[src/rtl/conv_pool2x2.sv]
`default_nettype none
// ============================================================================
// Module   : conv_pool2x2
// Purpose  : 2x2 stride-2 signed max pooling over three lockstep raster maps;
//            POOL_RELU_EN fuses a ReLU clamp onto each pooled output.
// Revision : 1.0 - initial release
// ============================================================================
module conv_pool2x2 #(
    parameter int WIDTH  = 9,
    parameter int IN_DIM = 30
) (
    input  logic             clk,
    input  logic             rst_n,
    input  logic             clear,
    input  logic             in_valid,
    output logic             in_ready,
    input  logic [WIDTH-1:0] in_data0,
    input  logic [WIDTH-1:0] in_data1,
    input  logic [WIDTH-1:0] in_data2,
    output logic             out_valid,
    input  logic             out_ready,
    output logic [WIDTH-1:0] out_data0,
    output logic [WIDTH-1:0] out_data1,
    output logic [WIDTH-1:0] out_data2,
    output logic             out_last,
    output logic             frame_done
);
    localparam int OUT_DIM = IN_DIM / 2;
    localparam int c_CW    = $clog2(IN_DIM);
    localparam int c_IW    = (OUT_DIM > 1) ? $clog2(OUT_DIM) : 1;
    localparam logic [c_CW-1:0] c_LAST = c_CW'(IN_DIM - 1);

    logic [c_CW-1:0]         r_col;
    logic [c_CW-1:0]         r_row;
    logic signed [WIDTH-1:0] r_h   [3];
    logic signed [WIDTH-1:0] r_rb  [3][OUT_DIM];
    logic signed [WIDTH-1:0] r_out [3];
    logic signed [WIDTH-1:0] w_in  [3];
    logic signed [WIDTH-1:0] w_pair[3];
    logic signed [WIDTH-1:0] w_win [3];
    logic signed [WIDTH-1:0] w_res [3];
    logic [c_IW-1:0]         w_idx;
    logic                    w_accept;
    logic                    w_load;
    logic                    w_last_pix;

    function automatic logic signed [WIDTH-1:0] smax(input logic signed [WIDTH-1:0] a,
                                                     input logic signed [WIDTH-1:0] b);
        return (a > b) ? a : b;
    endfunction

    assign w_in[0] = in_data0;
    assign w_in[1] = in_data1;
    assign w_in[2] = in_data2;

    assign in_ready   = !(out_valid && !out_ready);
    assign w_accept   = in_valid && in_ready && !clear;
    assign w_load     = w_accept && r_col[0] && r_row[0];
    assign w_last_pix = (r_col == c_LAST) && (r_row == c_LAST);
    assign w_idx      = c_IW'(r_col >> 1);
    assign frame_done = out_valid && out_ready && out_last;

    assign out_data0 = r_out[0];
    assign out_data1 = r_out[1];
    assign out_data2 = r_out[2];

    always_comb begin
        for (int ch = 0; ch < 3; ch++) begin
            w_pair[ch] = smax(r_h[ch], w_in[ch]);
            w_win[ch]  = smax(r_rb[ch][w_idx], w_pair[ch]);
`ifdef POOL_RELU_EN
            w_res[ch]  = w_win[ch][WIDTH-1] ? '0 : w_win[ch];
`else
            w_res[ch]  = w_win[ch];
`endif
        end
    end

    // Raster position of the next beat to be accepted.
    always_ff @(posedge clk or negedge rst_n) begin
        if (!rst_n) begin
            r_col <= '0;
            r_row <= '0;
        end else if (clear) begin
            r_col <= '0;
            r_row <= '0;
        end else if (w_accept) begin
            if (r_col == c_LAST) begin
                r_col <= '0;
                r_row <= (r_row == c_LAST) ? '0 : r_row + 1'b1;
            end else begin
                r_col <= r_col + 1'b1;
            end
        end
    end

    // Pair and row-buffer storage carries no reset: contents are always
    // rewritten before use within a frame.
    always_ff @(posedge clk) begin
        for (int ch = 0; ch < 3; ch++) begin
            if (w_accept && !r_col[0])
                r_h[ch] <= w_in[ch];
            if (w_accept && r_col[0] && !r_row[0])
                r_rb[ch][w_idx] <= w_pair[ch];
        end
    end

    always_ff @(posedge clk or negedge rst_n) begin
        if (!rst_n) begin
            out_valid <= 1'b0;
            out_last  <= 1'b0;
            for (int ch = 0; ch < 3; ch++)
                r_out[ch] <= '0;
        end else if (clear) begin
            out_valid <= 1'b0;
            out_last  <= 1'b0;
        end else if (w_load) begin
            out_valid <= 1'b1;
            out_last  <= w_last_pix;
            for (int ch = 0; ch < 3; ch++)
                r_out[ch] <= w_res[ch];
        end else if (out_ready) begin
            out_valid <= 1'b0;
            out_last  <= 1'b0;
        end
    end
endmodule
`default_nettype wire

[config.mk]
export PLATFORM = sky130hd
export DESIGN_NAME = conv_pool2x2
export DESIGN_NICKNAME = d
export VERILOG_FILES = /design/src/rtl/conv_pool2x2.sv
export SDC_FILE = /design/constraint.sdc
export NUM_CORES = 1
export LEC_CHECK = 0
export CORE_MARGIN = 2
export CORE_UTILIZATION = 65
export CTS_BUF_LIST = sky130_fd_sc_hd__clkbuf_2
export CTS_CLUSTER_SIZE = 28
export DETAILED_ROUTE_END_ITERATION = 10
export DONT_BUFFER_PORTS = 1
export GPL_ROUTABILITY_DRIVEN = 1
export GPL_TIMING_DRIVEN = 0
export HOLD_SLACK_MARGIN = 0.06
export PLACE_DENSITY = 0.81
export SLEW_MARGIN = 25
export SYNTH_ARGS = -nofsm -noshare
export SYNTH_HDL_FRONTEND = slang
export SYNTH_SLANG_ARGS = --single-unit
export TNS_END_PERCENT = 50
[constraint.sdc]
create_clock -name clk -period 4.44 [get_ports clk]
set_clock_uncertainty 0.15 [all_clocks]
set_input_delay 0.444 -clock clk [delete_from_list [all_inputs] [get_ports clk]]
set_output_delay 0.444 -clock clk [all_outputs]
set_load 0.05 [all_outputs]
==> results of run 1 <==
through the flow:
step	hold slack, ns	total power, W	instance area [um^2]	util	setup WS [ns]
floorplan	-0.00159	0.00560	20300	-	-0.00826
global placement	-0.000842	0.00579	20800	0.679	-2.52
detailed placement	-0.000763	0.00583	21500	0.702	-0.145
CTS	0.0686	0.00870	23200	0.758	0.0256
global route	0.122	0.00909	23400	0.764	-0.142
finish	0.160	0.00877	23400	0.764	0.0736
worst register-to-register path: stages (launching register included):
cell	delay (ns)
dfrtp_1	0.41
clkbuf_4	0.32
clkbuf_4	0.39
buf_2	0.38
mux4_2	0.37
a22oi_1	0.20
o21ai_1	0.26
ha_1	0.44
a211oi_1	0.28
a21oi_1	0.10
a31o_2	0.25
clkbuf_1	0.23
a211o_1	0.29
a22o_1	0.19
cell usage after synthesis, types with 3 or more instances:
cell type,count
nand2b_1,4
a211oi_1,18
mux4_2,87
a31oi_1,8
a31o_1,3
a21oi_1,35
inv_1,69
dfrtp_1,39
nor2_1,51
a221o_1,10
a22oi_1,18
edfxtp_1,432
a21o_1,15
and2_1,16
mux2_2,17
ha_1,58
nor3_1,19
buf_1,4
or2_1,8
a22o_1,3
buf_2,21
nor2b_1,5
o211ai_1,13
or3_1,9
o31a_1,10
nand3_1,19
o21ai_1,29
nand4_1,13
o31ai_1,12
clkbuf_1,26
mux2_1,3
mux2i_1,26
buf_12,4
nand2_1,56
o21ai_0,23
buf_6,3
metal layers:
layer  vias up  track usage
met5         -            0
met4         0        0.109
met3       108       0.0816
met2       933        0.485
met1      6339        0.443
li1       5381            -
cell type report:
| type | count | area (um^2) |
|---|---|---|
| plain buffers | 57 | 360 |
| inverters | 72 | 270 |
| well taps | 396 | 495 |
| clock buffers | 145 | 726 |
| multi-input cells | 625 | 6010 |
| diodes | 1 | 2.50 |
| fillers | 1636 | 7250 |
| repair buffers | 104 | 1270 |
| flip-flops and latches | 471 | 13900 |
| clock inverters | 50 | 337 |
sequential cells by signal, indices dropped and copies added (netlist names):
register and flops:
r_col 5, out_last 1, out_data0 9, r_row 5, out_valid 1, r_h 27
out_data2 9, r_rb 405, out_data1 9
report_power, final:
group / internal [W] / switching [W] / total (W)
registers: 0.00496 / 0.0000132 / 0.00498
clock network: 0.00119 / 0.00171 / 0.00291
logic: 0.000326 / 0.000561 / 0.000888
cell families (layout without fill, tap and decap cells):
kind of cell,count (synthesis),after routing
simple gates,210,210
xor+xnor,1,1
flops,471,471
mux,135,135
fa+ha+maj,58,58
other cells,0,1
compound gates,221,221
buf+inv,133,428
what timing repair did:
action,4_1_cts,5_1_grt
endpoints found under the setup margin,2,27
hold buffers,63,1
endpoints found under the hold margin,416,1
pin swaps,0,2
gates resized for setup,4,31
setup buffers,0,7
worst paths after layout:
kind,from,to,slack [ns],depth (start not counted)
setup / recovery,r_col[2],out_data0[0],0.07,13
hold / removal,clear,out_valid,0.16,2
setup reg to reg,r_col[2],out_data0[0],0.07,13
hold reg to reg,r_row[3],r_row[3],0.41,2
max in group asynchronous,rst_n,out_data1[5],3.48,4
min in group asynchronous,rst_n,out_data1[8],0.39,4
==> metrics.md, run 1 <==
| Metric | Value |
|---|---|
| Total gr overflow | `0` |
| DR vias/cell | `about 6.6` |
| CP top delay family | `compound AO/OA/AOI/OAI gates` |
| Crit. End Element | `register` |
| CP most frequent cell | `clkbuf_4` |
| Clock latency on the worst-skew pair | `1.03 ns` |
| Compound-Gate Fraction of Synth Area | `0.0743` |
| Max-Cap Viols | `0` |
| Worst-path clk slew | `0.11 ns` |
| Syn_area_per_cell | `16.5 um^2` |
| Starting Density | `0.663` |
| Required @ worst endpoint | `5.16 ns` |
| YS warnings | `0` |
| Final Max Tran Viols | `0` |
| Largest family of logic cells by synthesized area | `multiplexers` |
| Syn nets | `1319` |
| PD cells | `375 nW/um^2` |
| Worst VDD drop | `approximately 0.00016 V` |
| Post-synthesis mux area share | `0.123` |
| Share of cells above drive strength 1 | `0.260` |
| Area leader, netlist | `edfxtp_1` |
| Least-Margin Pin Slew | `1.12 ns` |
| Synth Area in XOR/XNOR | `0.000431` |
| Initial antenna violation count | `1` |
| CP Class | `register to register` |
| DIE AREA | `~33000 um^2` |
| Placed Cells incl. Taps | `1659` |
| Synth cell types | `69` |
| CP arrival | `5.08 ns` |
| Synth Area in Simple Gates | `0.0500` |
| Static leakage power | `8.33 nW` |
| Min Clock Period, post-route | `4.37 ns` |
| Post-synthesis sequential area ratio | `0.686` |
| # IOs | `63` |
| Post-Route M1 WL | `19100 um` |
| ANT nets after route | `0` |
| Core ar. | `approximately 31000 um^2` |
| Setup TNS | `0 ns` |
| Met3 WL | `6800 um` |
| EDFF count, synth | `432` |
| Area contributors post-synth | `edfxtp_1 (64%), mux4_2 (9.6%), dfrtp_1 (4.8%)` |
| Setup-failing EPs final | `0` |
| Wire length on met2 | `24800 um` |
| Worst setup SP type | `register` |
| Buf+Inv Stages, Crit Path | `4` |
| DP HPWL | `33300 um` |
| Final period util | `0.983` |
| Port Buf Inserts | `0` |
| Vias after detailed routing | `12761` |
| Root buffer cell | `clkbuf_2` |
| Seq cells post-synth | `approximately 470` |
| Inserted Clock Buffers | `107` |
| Pin count of the biggest net entering global routing | `40` |
| # nets final | `1528` |
| Post-Synth Adder-Cell Area | `0.0357` |
| Gate Count Post-Synth | `1229` |
| H-tree levels | `3` |
| RSZ-0062 raised after global routing | `true` |
| P&R area growth vs syn | `15.2%` |
| Worst hold path class | `input pin to register` |
| Delay of the slowest critical-path stage | `roughly 0.44 ns` |
| Initial DRC Count | `1538` |
| GP Congestion | `slightly above 0.9` |
| Total wire length | `52000 um` |
| Critical path peak fanout | `10` |
| Slew HR | `0.252` |
| Final Hold Viols | `0` |
| Routed WL per cell | `27.1 um` |
| Die W | `roughly 180 um` |
| GRT Total Usage | `0.314` |
| FFs w/ async S/R, synth | `0.0828` |
| Remaining DRCs | `0` |
| Cell Area, Synth | `approximately 20000 um^2` |
| Total iterations of the first detailed-routing run | `5` |
| Crit-path slowest cell | `ha_1` |
| Main flop type after synthesis | `edfxtp_1` |
| Commonest cells after routing, fill and taps aside | `edfxtp_1 (432), clkbuf_2 (150), mux4_2 (87), inv_1 (69), dlygate4sd3_1 (61)` |
| Vias in the first global route | `12699` |
| First-pass GRT wire length | `75900 um` |
| Fin cells | `1921` |
| F_max | `229 MHz` |
| Most common cell after layout, fill and taps aside | `edfxtp_1` |
| Worst path cell trace | `clkbuf_4 > clkbuf_4 > buf_2 > mux4_2 > a22oi_1 > o21ai_1 > ha_1 > a211oi_1 > a21oi_1 > a31o_2 > clkbuf_1 > a211o_1 > a22o_1` |
| Yosys top cell area share | `0.638` |
| Max layer used | `met4` |
| Die extent in y | `181 um` |
| Outcome | `finished clean` |
| CTS sink cnt | `between 400 and 500` |
| TritonCTS clock tree | `yes` |
| Rows | `64` |
| Buffer depth of the longest clock path | `3` |
Power figures use the tool's default switching activity.
==> run 2, diff against run 1 <==
- ABC_CLOCK_PERIOD_IN_PS: unset -> 4440
==> results of run 2 <==
Final layout, timing and power as in run 1 (identical DEF).
